`config.mk`:
```
export PLATFORM = sky130hd
export DESIGN_NAME = gmii_tx_framer
export DESIGN_NICKNAME = d
export VERILOG_FILES = /design/src/rtl/gmii_tx_framer.sv
export SDC_FILE = /design/constraint.sdc
export NUM_CORES = 1
export LEC_CHECK = 0
export ABC_CLOCK_PERIOD_IN_PS = 5420
export BUFFER_PORTS_ARGS = -buffer_cell sky130_fd_sc_hd__buf_2
export CORE_MARGIN = 3
export CORE_UTILIZATION = 45
export DETAILED_ROUTE_END_ITERATION = 6
export HOLD_SLACK_MARGIN = 0.05
export RECOVER_POWER = 100
export SLEW_MARGIN = 20
export SYNTH_ARGS = -nofsm -noshare
export SYNTH_HDL_FRONTEND = slang
export SYNTH_SLANG_ARGS = --single-unit
```
`constraint.sdc`:
```
create_clock -name gmii_gtx_clk -period 5.42 [get_ports gmii_gtx_clk]
set_input_delay 1.084 -clock gmii_gtx_clk [delete_from_list [all_inputs] [get_ports gmii_gtx_clk]]
set_output_delay 1.084 -clock gmii_gtx_clk [all_outputs]
set_load 0.02 [all_outputs]
```
`src/rtl/gmii_tx_framer.sv`:
```
// GMII transmit framer: wraps a valid/ready payload stream with preamble/SFD,
// zero pad, CRC32 FCS and an enforced inter-frame gap.
module gmii_tx_framer #(
  parameter int N_PREAMBLE = 8,
  parameter int N_IFG      = 12,
  parameter int MIN_FRAME  = 60,
  parameter bit PAD_EN     = 1'b1,
  parameter bit FCS_EN     = 1'b1
) (
  input  logic        gmii_gtx_clk,
  input  logic        sys_rst,
  input  logic [7:0]  s_data,
  input  logic        s_valid,
  input  logic        s_last,
  output logic        s_ready,
  output logic [7:0]  gmii_txd,
  output logic        gmii_tx_en,
  output logic        gmii_tx_er,
  output logic        busy,
  output logic [15:0] frame_count,
  output logic [7:0]  underrun_count
);

  typedef enum logic [2:0] {IDLE, PREAMBLE, DATA, PAD, FCS, DROP, IFG} state_t;

  localparam logic [31:0] CRC_INIT = 32'hFFFF_FFFF;

  state_t      state;
  logic [7:0]  pre_cnt;
  logic [15:0] ifg_cnt;
  logic [15:0] byte_cnt;
  logic [1:0]  fcs_idx;
  logic [31:0] crc;

  logic [15:0] cnt_inc;
  logic [31:0] fcs_shift;

  // Reflected CRC32 (poly 0x04C11DB7 -> 0xEDB88320), one byte, LSB first.
  function automatic logic [31:0] crc32_byte(input logic [31:0] c, input logic [7:0] d);
    logic [31:0] r;
    r = c ^ {24'h0, d};
    for (int i = 0; i < 8; i++) begin
      r = r[0] ? ((r >> 1) ^ 32'hEDB8_8320) : (r >> 1);
    end
    return r;
  endfunction

  assign cnt_inc   = (byte_cnt == 16'hFFFF) ? byte_cnt : byte_cnt + 16'd1;
  assign fcs_shift = ~crc >> {fcs_idx, 3'b000};

  assign s_ready = (state == DATA) || (state == DROP);
  assign busy    = (state != IDLE);

  // NOTE: one clocked block with non-blocking assignments only; every pin is
  // a flop, so state decoding never glitches onto the GMII bus.
  always_ff @(posedge gmii_gtx_clk) begin
    if (sys_rst) begin
      state          <= IDLE;
      gmii_txd       <= 8'h00;
      gmii_tx_en     <= 1'b0;
      gmii_tx_er     <= 1'b0;
      pre_cnt        <= 8'd0;
      ifg_cnt        <= 16'd0;
      byte_cnt       <= 16'd0;
      fcs_idx        <= 2'd0;
      crc            <= CRC_INIT;
      frame_count    <= 16'd0;
      underrun_count <= 8'd0;
    end else begin
      gmii_tx_er <= 1'b0;
      case (state)
        IDLE: begin
          gmii_txd   <= 8'h00;
          gmii_tx_en <= 1'b0;
          if (s_valid) begin
            state      <= PREAMBLE;
            gmii_txd   <= 8'h55;
            gmii_tx_en <= 1'b1;
            pre_cnt    <= 8'd1;
            byte_cnt   <= 16'd0;
            crc        <= CRC_INIT;
          end
        end

        PREAMBLE: begin
          gmii_tx_en <= 1'b1;
          if (pre_cnt == 8'(N_PREAMBLE - 1)) begin
            gmii_txd <= 8'hD5;
            state    <= DATA;
          end else begin
            gmii_txd <= 8'h55;
            pre_cnt  <= pre_cnt + 8'd1;
          end
        end

        DATA: begin
          gmii_tx_en <= 1'b1;
          if (s_valid) begin
            gmii_txd <= s_data;
            crc      <= crc32_byte(crc, s_data);
            byte_cnt <= cnt_inc;
            if (s_last) begin
              fcs_idx <= 2'd0;
              ifg_cnt <= 16'd0;
              if (PAD_EN && (cnt_inc < 16'(MIN_FRAME))) begin
                state <= PAD;
              end else if (FCS_EN) begin
                state <= FCS;
              end else begin
                state       <= IFG;
                frame_count <= frame_count + 16'd1;
              end
            end
          end else begin
            // Source starved us mid-frame: flag one error cycle, then discard.
            gmii_txd   <= 8'h00;
            gmii_tx_er <= 1'b1;
            state      <= DROP;
            if (underrun_count != 8'hFF) underrun_count <= underrun_count + 8'd1;
          end
        end

        PAD: begin
          gmii_txd   <= 8'h00;
          gmii_tx_en <= 1'b1;
          crc        <= crc32_byte(crc, 8'h00);
          byte_cnt   <= cnt_inc;
          if (cnt_inc >= 16'(MIN_FRAME)) begin
            if (FCS_EN) begin
              state <= FCS;
            end else begin
              state       <= IFG;
              ifg_cnt     <= 16'd0;
              frame_count <= frame_count + 16'd1;
            end
          end
        end

        FCS: begin
          gmii_txd   <= fcs_shift[7:0];
          gmii_tx_en <= 1'b1;
          fcs_idx    <= fcs_idx + 2'd1;
          if (fcs_idx == 2'd3) begin
            state       <= IFG;
            ifg_cnt     <= 16'd0;
            frame_count <= frame_count + 16'd1;
          end
        end

        DROP: begin
          gmii_txd   <= 8'h00;
          gmii_tx_en <= 1'b0;
          if (s_valid && s_last) begin
            state   <= IFG;
            ifg_cnt <= 16'd1;
          end
        end

        IFG: begin
          // After a transmitted frame the first IFG cycle still shows the final
          // byte on the wire, so that path starts the count one lower.
          gmii_txd   <= 8'h00;
          gmii_tx_en <= 1'b0;
          if (ifg_cnt >= 16'(N_IFG)) state <= IDLE;
          else ifg_cnt <= ifg_cnt + 16'd1;
        end

        default: state <= IDLE;
      endcase
    end
  end

endmodule

```
**Yosys cells after proc, flatten, opt, wreduce, memory -nomap -nowiden**

Cells that the tools add are included.

- Magnitude comparators: 3
- Multiply operators: 0
- Shift-type cells: 1
- Add/sub/neg operators: 6
- Bitwise logic cells: 20
- Reductions and logical operators: 21
- Equal/unequal tests: 21
- Muxes and demuxes: 52
- Div/mod/pow operators: 0

Operator list:

| operator | count |
|---|---|
| two-way mux 32 bit | 18 |
| NOT 13 -> 14 bit | 16 |
| two-way mux 16 bit | 8 |
| case mux 32 bit (3 select lines) | 1 |
| case mux 16 bit (4 select lines) | 1 |
| adder 16 x 1 -> 16 bit, second input constant | 3 |
| case mux 16 bit (3 select lines) | 1 |
| case mux 8 bit (5 select lines) | 1 |
| two-way mux 8 bit | 4 |
| NOT 32 bit | 1 |
| >> shifter 32 x 5 -> 8 bit | 1 |
| bitwise XOR 32 x 8 -> 32 bit | 1 |
| two-way mux 3 bit | 9 |
| case mux 3 bit (7 select lines) | 1 |
| inequality test 2 bit, second input constant | 9 |
| adder 8 x 1 -> 8 bit, second input constant | 2 |
| equality test 16 bit, second input constant | 1 |
| >= comparator 16 x 4 -> 1 bit, second input constant | 1 |
| >= comparator 16 x 6 -> 1 bit, second input constant | 1 |
| < comparator 16 x 6 -> 1 bit, second input constant | 1 |
| case mux 8 bit (2 select lines) | 1 |
| AND reduction 3 bit | 4 |
| equality test 3 bit, second input constant | 3 |
| nonzero test 3 bit | 3 |
| 26 further kinds | 32 |

- Memories kept: 0
- Bits in read-only memories: 0
- Memory bits (writable): 0
- Output and inout bits: 36
- Bits in latches: 0
- Input bits: 12
- Flip-flop bits (word level): 111
- Logic and storage cells: 135

**Longest topological paths before layout**

Gate-level depths: netlist of the first run.

- Word-level depth: 19
- Gate-level depth with buffers: 10
- Depth with buffers taken out: 8

**Least setup slack after synthesis of the first run**

Ideal clock, no wire load.

- Kind: reg2out
- From: register state[0]
- To: output s_ready
- Data required time: 4336 ps
- Arrival: 2122 ps
- Stages on the path, launching flop included: 8
- Slack: 2214 ps
- Buffers on the path: 5
- Cells stage by stage: dfxtp_1 > clkbuf_1 > clkbuf_1 > clkbuf_1 > buf_2 > clkbuf_1 > nand2_1 > o22ai_1

- Longest elaborated chain between the ends: 2
- Elaborated cells on any way between the ends: 3
- Those cells by class: 2 x eq/ne; 1 x reduce/logical

RTL lines:

| item | RTL line | RTL |
|---|---|---|
| start: declaration | 28 | `state_t state;` |
| start signal: assignment | 58 | `state <= IDLE;` |
| start signal: assignment | 76 | `state <= PREAMBLE;` |
| start signal: assignment | 89 | `state <= DATA;` |
| equality test 3 x 2 -> 1 bit or equality test 3 bit (tied branches) | 51 | `assign s_ready = (state == DATA) \|\| (state == DROP);` |
| logical OR 1 bit * | 51 |  |
| end: declaration | 15 | `output logic s_ready,` |

Every way passes the cells marked *; elsewhere a longest branch is shown, timed or not.

==> results of run 1 <==
-- per-stage QoR --
stage	area, um^2	util
after floorplan	6820	-
after global placement	7060	0.481
after detailed placement	7060	0.481
after CTS	7390	0.503
after global routing	7340	0.499
final	7340	0.499
-- cell usage after synthesis, types with 10 or more instances --
cell        n
inv_1      10
nor2_1    107
nor4_1     10
xnor2_1    94
clkbuf_1   43
nor3_1     30
or3_1      14
nand2b_1   28
o22ai_1    22
xor2_1     37
mux2i_1    10
nand3_1    15
o21ai_0    32
buf_2      12
nand2_1    42
a21oi_1    40
nand4_1    21
dfxtp_1   111
-- worst max-delay path, delay by kind of cell --
family | cells | cell delay, ns
buffers and inverters | 2 | 2.55
AND/OR/NAND/NOR | 2 | 0.32
AO/OA/AOI/OAI | 1 | 0.25
-- final cells by class --
class | count | area [um^2] | share of cell area
multi-input combinational | 630 | 4290 | 0.585
timing repair buffer | 53 | 228 | 0.0310
clock inverter | 6 | 88.8 | 0.0121
sequential | 111 | 2220 | 0.303
inverter | 10 | 37.5 | 0.00512
tap | 184 | 230 | 0.0314
clock buffer | 10 | 239 | 0.0326
-- cell families (layout without fill, tap and decap cells) --
family / Yosys count / count (layout)
and+or+nand+nor: 306 / 306
xor gates and xnor gates: 141 / 141
adders and majority gates: 7 / 7
AOI/OAI and AO/OA: 155 / 155
buffers and inverters: 72 / 79
DFF: 111 / 111
muxes: 21 / 21
-- power by group --
part / leakage [nW] / switching, mW / internal, mW / total, mW
sequential: 0.899 / 0.125 / 0.880 / 1.01
combinational: 1.37 / 0.756 / 0.583 / 1.34
clock: 0.159 / 0.333 / 0.384 / 0.717
-- how the worst min path moves through the flow --
stage                              from                       end  cells after the start
6_report       ifg_cnt[15]$_SDFFE_PP0P_  ifg_cnt[15]$_SDFFE_PP0P_                      2
5_1_grt        ifg_cnt[15]$_SDFFE_PP0P_  ifg_cnt[15]$_SDFFE_PP0P_                      2
4_1_cts        ifg_cnt[15]$_SDFFE_PP0P_  ifg_cnt[15]$_SDFFE_PP0P_                      2
3_5_place_dp   ifg_cnt[15]$_SDFFE_PP0P_  ifg_cnt[15]$_SDFFE_PP0P_                      2
3_3_place_gp   ifg_cnt[15]$_SDFFE_PP0P_  ifg_cnt[15]$_SDFFE_PP0P_                      2
2_1_floorplan  ifg_cnt[15]$_SDFFE_PP0P_  ifg_cnt[15]$_SDFFE_PP0P_                      2
-- per-layer routing --
| metal | global-route usage | vias up |
|---|---|---|
| met3 | 0.0375 | 21 |
| li1 | - | 2866 |
| met2 | 0.332 | 162 |
| met5 | 0 | - |
| met4 | 0.0649 | 0 |
| met1 | 0.302 | 2805 |
-- cell usage in the layout, fill, tap and decap left out, types with 9 or more instances in the layout --
master     Yosys  routed
nand3_1       15      15
a21oi_1       40      40
o21ai_0       32      32
o22ai_1       22      22
xnor2_1       94      94
mux2i_1       10      10
or3_1         14      14
clkbuf_1      43      38
nand2_1       42      42
xor2_1        37      37
nor2_1       107     106
nand4_1       21      21
nor4_1        10      10
nand2b_1      28      28
buf_2         12      11
inv_1         10      10
clkbuf_16      0       9
dfxtp_1      111     110
nor3_1        30      30
-- flip-flops by register name (all words and copies together) (netlist names) --
name	flops
byte_cnt	16
state	3
fcs_idx	2
frame_count	16
gmii_tx_en	1
pre_cnt	8
underrun_count	8
gmii_tx_er	1
gmii_txd	8
ifg_cnt	16
crc	32
==> summary.txt, run 1 <==
STA
  – Rel. slew slack: -0.858
  – TNS Setup: 0 ns
  – Final setup margin: 1.43 ns
  – Fin. Hold Viols: 0
  – Final Max Slew Viols: 71
  – RSZ-0062 raised after global routing: no
  – Period utilisation layout: 0.737
  – Min cycle time layout: 3.99 ns
  – Worst hold slack: 0.490 ns
  – Setup Skew: 0.00855 ns
  – Setup violators final: 0
  – Worst Max-Slew Pin Slew: 2.79 ns
  – F_max: 250 MHz

Cells and area
  – # nets final: 834
  – Share of layout cells above drive strength 1: 0.0695
  – Diode count: 0
  – Layout area overhead: 7.54%
  – Filler Cell Count: 1375
  – Final std cells w/o fill: 1004

Worst setup path
  – Crit-path max cell delay: 2.03 ns
  – Reg2Reg Depth: 6
  – Crit path DAT: 4.26 ns
  – Worst Setup Start Kind: primary input
  – RR Endpoint: underrun_count[5]$_SDFFE_PP0P_
  – Crit path to: crc[20]$_SDFFE_PP1P_
  – Slowest CP cell: clkbuf_1
  – Crit path from: sys_rst
  – Reg2Reg Setup Slack: 2.17 ns
  – CP endpoint kind: flip-flop
  – Reg2reg start: state[1]$_SDFFE_PP0P_
  – WP data required: 5.68 ns
  – Max FO, Critical Path: 70
  – Critical path class: primary input to flip-flop
  – Crit-path cells: buf_2, clkbuf_1, nand4b_1, nor2_1, a311oi_1

GRT
  – Remaining Overflow, GRT: 0
  – Pin count of the biggest net entering global routing: 71
  – Initial antenna violation count: 0
  – Global-route usage over all layers: 0.213
  – First-pass GRT wire length: 28600 um
  – Number of global-route vias before repair: 5507

Placement
  – Pre-CTS WS: 2.20 ns
  – RePlAce Congestion: 0.887
  – Post-DP HPWL: 12000 um
  – PortBufs: 47
  – Placed Cells: 988

CTS
  – TritonCTS clock tree: built
  – Worst-path clk slew: 0.08 ns
  – Clock Tree Root: clkbuf_16
  – CTS Buf Count: 9
  – Post-CTS Setup Repair Bufs: 0
  – Cts hold-fix bufs: 0
  – Clk_lat worst skew: 0.36 ns
  – Sinks on Clock Net: 111
  – Clock Path Buffers: 2
  – Post-CTS Resized: 0
  – H-Tree Depth: 3

Outcome
  – Failing checks: capacitance limit, slew limit
  – Status: finished with violations

Synthesis
  – Post-synth EDFFs: 0
  – Cell Area, Synth: 6820 um^2
  – Post-synthesis sequential area ratio: 0.326
  – Net Count, Synth: 832
  – Synth Area in Compound Gates: 0.145
  – Synth top area share: 0.326
  – #FFs+latches synth: 111
  – Synth Area in Adders: 0.0128
  – Post-Synth Simple-Gate Area: 0.223
  – Mux contribution to synthesized area: 0.0466
  – Gate Count Post-Synth: 813
  – Yosys top cell by area: dfxtp_1
  – Top FF cell, synth: dfxtp_1
  – Synth top area cells: dfxtp_1 (33%), xnor2_1 (12%), nor2_1 (5.9%)
  – Largest family of logic cells by synthesized area: simple AND/OR/NAND/NOR gates
  – XOR/XNOR Fraction of Synth Area: 0.201
  – Mean post-synth cell area: 8.39 um^2
  – Yosys Warn Count: 0
  – Unique masters post-synth: 66
  – Async SR Flop Fraction: 0

Detailed routing
  – Vias: 5854
  – DR top layer: met4
  – DRC violations left: 0
  – Detailed Route WL: 17200 um
  – Met1 wire length: 8160 um
  – WL met2: 7750 um
  – Detail Route met3 WL: 1000 um
  – 1st-pass router iterations: 5
  – Vias/cell: 5.83
  – Antenna-violating nets left: 0
  – Avg WL per Cell: 17.1 um
  – Drt initial violations: 486

Floorplan
  – Io pins: 48
  – # rows: 44
  – Initial Util: 0.464
  – Die Wd: 129 um
  – Core area: 14700 um^2
  – Die area: 16700 um^2
  – Die Height: 129 um

Flow run
  – # Max-Cap Violations: 1

Worst hold path
  – Hold WC Path Type: flip-flop to flip-flop

Pwr
  – Design Power: 3.06 mW
  – Leakage: 2.43 nW
  – Power density cells: 417 nW/um^2
  – Maximum vdd drop: 0.216 mV
No activity file was read; power rests on OpenSTA's default activity.
==> run 2, diff against run 1 <==
- ABC_AREA: unset -> 1
- ABC_CLOCK_PERIOD_IN_PS: 5420 -> 4100
- clock period: 5.42 -> 4.1 ns (I/O delays scaled with it)
==> run 2 against run 1 <==
The run now ends clean. Combinational power is 130% higher. Count of clock-buffer cells in the layout is 1 lower. Sequential share of layout area is 2.7 points lower. First-iteration DRC count is 9.9% higher. Sequential cell count stayed put. Sequential power is 53% higher. Synthesized cell count is 32% higher. Core utilization is 0.063 points lower. Wire length is 17% higher. Worst hold slack worse by 0.046 ns. Highest routed layer unchanged.
==> summary.txt, run 2 <==
Cells and area
  – Layout area overhead: 6.55%
  – # nets final: 1111 (+33%)
  – Most frequent cells in the layout: nand2_1 (221), dfxtp_1 (110), inv_1 (106)
  – Diode count: 0 (unchanged)
  – Filler Cell Count: 1670 (+21%)
  – Final std cells w/o fill: 1313 (+31%)
  – Top reg by flops: crc
  – Number of flip-flops under the largest register name: 32 (unchanged)
  – Most common cell after layout, fill and taps aside: nand2_1
  – Reg area: 2220 um^2 (unchanged)
  – Area occupied by multi-input gates: 4560 um^2 (+6.2%)
  – Share of layout cells above drive strength 1: 0.0985 (+0.0289)

Floorplan
  – Io pins: 48 (unchanged)
  – Die Height: 136 um (+5.1%)
  – Die Wd: 136 um (+5.1%)
  – Core area: 16200 um^2 (+10%)
  – Die area: 18400 um^2 (+10%)
  – Initial Util: 0.468 (+0.00372)
  – # rows: 46 (+4.5%)

Worst setup path
  – RR Endpoint: crc[26]$_SDFFE_PP1P_
  – Crit path DAT: 3.47 ns (-0.79 ns)
  – Reg2reg start: state[1]$_SDFFE_PP0P_
  – Crit-path max cell delay: 0.61 ns (-1.42 ns)
  – Max FO, Critical Path: 25 (-64%)
  – Slowest CP cell: nand2_1
  – Crit-path cells: nand2_1, nor2_4, buf_4, inv_2, nand2_1, inv_2, nor2_4, inv_1, a21oi_1, o21ai_0, o21ai_0, nand2_1
  – Crit path to: crc[26]$_SDFFE_PP1P_
  – Reg2Reg Setup Slack: 0.86 ns (-1.31 ns)
  – Worst Setup Start Kind: flip-flop
  – Reg2Reg Depth: 12 (+6)
  – Critical path class: flip-flop to flip-flop
  – Crit path from: state[1]$_SDFFE_PP0P_
  – Most frequent CP cell: nand2_1
  – WP data required: 4.33 ns (-1.35 ns)
  – CP endpoint kind: flip-flop

Flow run
  – # Max-Cap Violations: 0 (-1)

Synthesis
  – Commonest cells post-synth: nand2_1 (216), dfxtp_1 (111), inv_1 (100), a21oi_1 (96), xor2_1 (71)
  – Yosys Warn Count: 0 (unchanged)
  – Yosys top cell by area: dfxtp_1
  – Top FF cell, synth: dfxtp_1
  – Synth top area share: 0.294 (-0.0320)
  – Unique masters post-synth: 55 (-17%)
  – Net Count, Synth: 1091 (+31%)
  – Post-synthesis sequential area ratio: 0.294 (-0.0320)
  – Cell Area, Synth: 7570 um^2 (+11%)
  – Async SR Flop Fraction: 0 (unchanged)
  – #FFs+latches synth: 111 (unchanged)
  – Synth top area cells: dfxtp_1 (29%), nand2_1 (11%), xor2_1 (8.2%)
  – Mean post-synth cell area: 7.06 um^2 (-16%)
  – Count leader, synth: nand2_1
  – Post-synth EDFFs: 0 (unchanged)
  – Gate Count Post-Synth: 1072 (+32%)

CTS
  – H-Tree Depth: 3 (unchanged)
  – Clock Path Buffers: 2 (unchanged)
  – TritonCTS clock tree: built
  – Clock Tree Root: clkbuf_16
  – Sinks on Clock Net: 111 (unchanged)
  – Post-CTS Setup Repair Bufs: 0 (unchanged)
  – Cts hold-fix bufs: 0 (unchanged)
  – CTS Buf Count: 9 (unchanged)
  – Worst-path clk slew: 0.08 ns (about the same)
  – Clk_lat worst skew: 0.36 ns (about the same)
  – Post-CTS Resized: 0 (unchanged)

Placement
  – Post-DP HPWL: 14500 um (+21%)
  – RePlAce Congestion: 0.881 (-0.65%)
  – Pre-CTS WS: 1.22 ns (-0.980 ns)
  – Placed Cells: 1297 (+31%)
  – PortBufs: 47 (unchanged)

STA
  – Setup violators final: 0 (unchanged)
  – F_max: 309 MHz
  – Final Max Slew Viols: 0 (-100%)
  – TNS Setup: 0 ns (unchanged)
  – Min cycle time layout: 3.24 ns
  – Setup Skew: 0.00869 ns (+0.000145 ns)
  – Rel. slew slack: 0.463 (+1.32)
  – Final setup margin: 0.860 ns (-0.566 ns)
  – Period utilisation layout: 0.790
  – Fin. Hold Viols: 0 (unchanged)
  – Worst Max-Slew Pin Slew: 0.805 ns (-1.98 ns)
  – RSZ-0062 raised after global routing: no

GRT
  – Remaining Overflow, GRT: 0 (unchanged)
  – Global-route usage over all layers: 0.224 (+0.0113)
  – Initial antenna violation count: 0 (unchanged)
  – Pin count of the biggest net entering global routing: 71 (unchanged)
  – Number of global-route vias before repair: 6168 (+12%)
  – First-pass GRT wire length: 33000 um (+15%)

Detailed routing
  – Vias/cell: 5.23 (-10%)
  – Detailed Route WL: 20100 um (+17%)
  – Antenna-violating nets left: 0 (unchanged)
  – DRC violations left: 0 (unchanged)
  – 1st-pass router iterations: 5 (unchanged)
  – Vias: 6865 (+17%)
  – Drt initial violations: 534 (+9.9%)
  – Avg WL per Cell: 15.3 um (-11%)

Outcome
  – Status: completed

Pwr
  – Maximum vdd drop: 0.330 mV (+53%)
  – Leakage: 3.32 nW (+37%)
  – Power density cells: 678 nW/um^2 (+63%)

Worst hold path
  – Min-delay src: ifg_cnt[9]$_SDFFE_PP0P_
  – Hold WC Path Type: flip-flop to flip-flop
==> run 2: cell count changes in the layout (fill, tap and decap cells not counted), sizes merged, moves of 9 or more <==
cell	delta
o22ai	-19
a21oi	+56
o21ai	+47
or3	-14
xnor2	-56
o211ai	+12
nor2	-25
xor2	+39
nand3	+42
mux2i	-10
or2	+9
nand2	+196
inv	+112
nand2b	-28
==> run 2: worst max-delay path: cells and delay by family (launching register included) <==
family / cells / cell delay (ns)
and+or+nand+nor: 5 / 1.35
DFF: 1 / 0.49
AOI/OAI and AO/OA: 3 / 0.29
buffers and inverters: 4 / 0.96
==> run 2: cells by family after synthesis <==
logic type,synth area share
xor+xnor,0.164
buf+inv,0.0934
simple gates,0.278
fa+ha+maj,0.0116
flops,0.294
compound gates,0.160
==> run 2: through the flow <==
| step | total power, mW | hold WS (ns) | cell area [um^2] | util |
|---|---|---|---|---|
| after floorplan | 4.03 | 0.418 | 7570 | - |
| after global placement | 4.64 | 0.427 | 7890 | 0.488 |
| after detailed placement | 4.64 | 0.432 | 7890 | 0.488 |
| after CTS | 5.54 | 0.447 | 8190 | 0.506 |
| after global routing | 5.91 | 0.462 | 8060 | 0.499 |
| final | 5.47 | 0.444 | 8060 | 0.499 |
==> run 2: final cells by class <==
type | instances | share of cell area
multi-input cells | 791 | 0.565
flip-flops and latches | 111 | 0.276
inverters | 125 | 0.0588
well taps | 216 | 0.0335
repair buffers | 54 | 0.0301
clock buffers | 9 | 0.0279
clock inverters | 7 | 0.00869
==> run 2: how the worst min path moves through the flow <==
stage | endpoint | slack, ns | cells past startpoint
2_1_floorplan | ifg_cnt[11]$_SDFFE_PP0P_ | 0.42 | 2
4_1_cts | ifg_cnt[9]$_SDFFE_PP0P_ | 0.45 | 2
3_3_place_gp | ifg_cnt[9]$_SDFFE_PP0P_ | 0.43 | 2
5_1_grt | ifg_cnt[14]$_SDFFE_PP0P_ | 0.46 | 2
6_report | ifg_cnt[9]$_SDFFE_PP0P_ | 0.44 | 2
3_5_place_dp | ifg_cnt[15]$_SDFFE_PP0P_ | 0.43 | 2
==> run 2: routing by layer <==
| layer | share of wire | global-route usage | up-vias |
|---|---|---|---|
| met5 | 0 | 0 | - |
| met4 | 0.022 | 0.0773 | 0 |
| met3 | 0.057 | 0.0386 | 30 |
| met2 | 0.43 | 0.328 | 171 |
| met1 | 0.49 | 0.332 | 3128 |
| li1 | - | - | 3536 |
==> run 2: where the power goes <==
part / switching (mW) / internal, mW
logic: 1.90 / 1.14
registers: 0.304 / 1.24
clock network: 0.452 / 0.426
total: 2.66 / 2.81
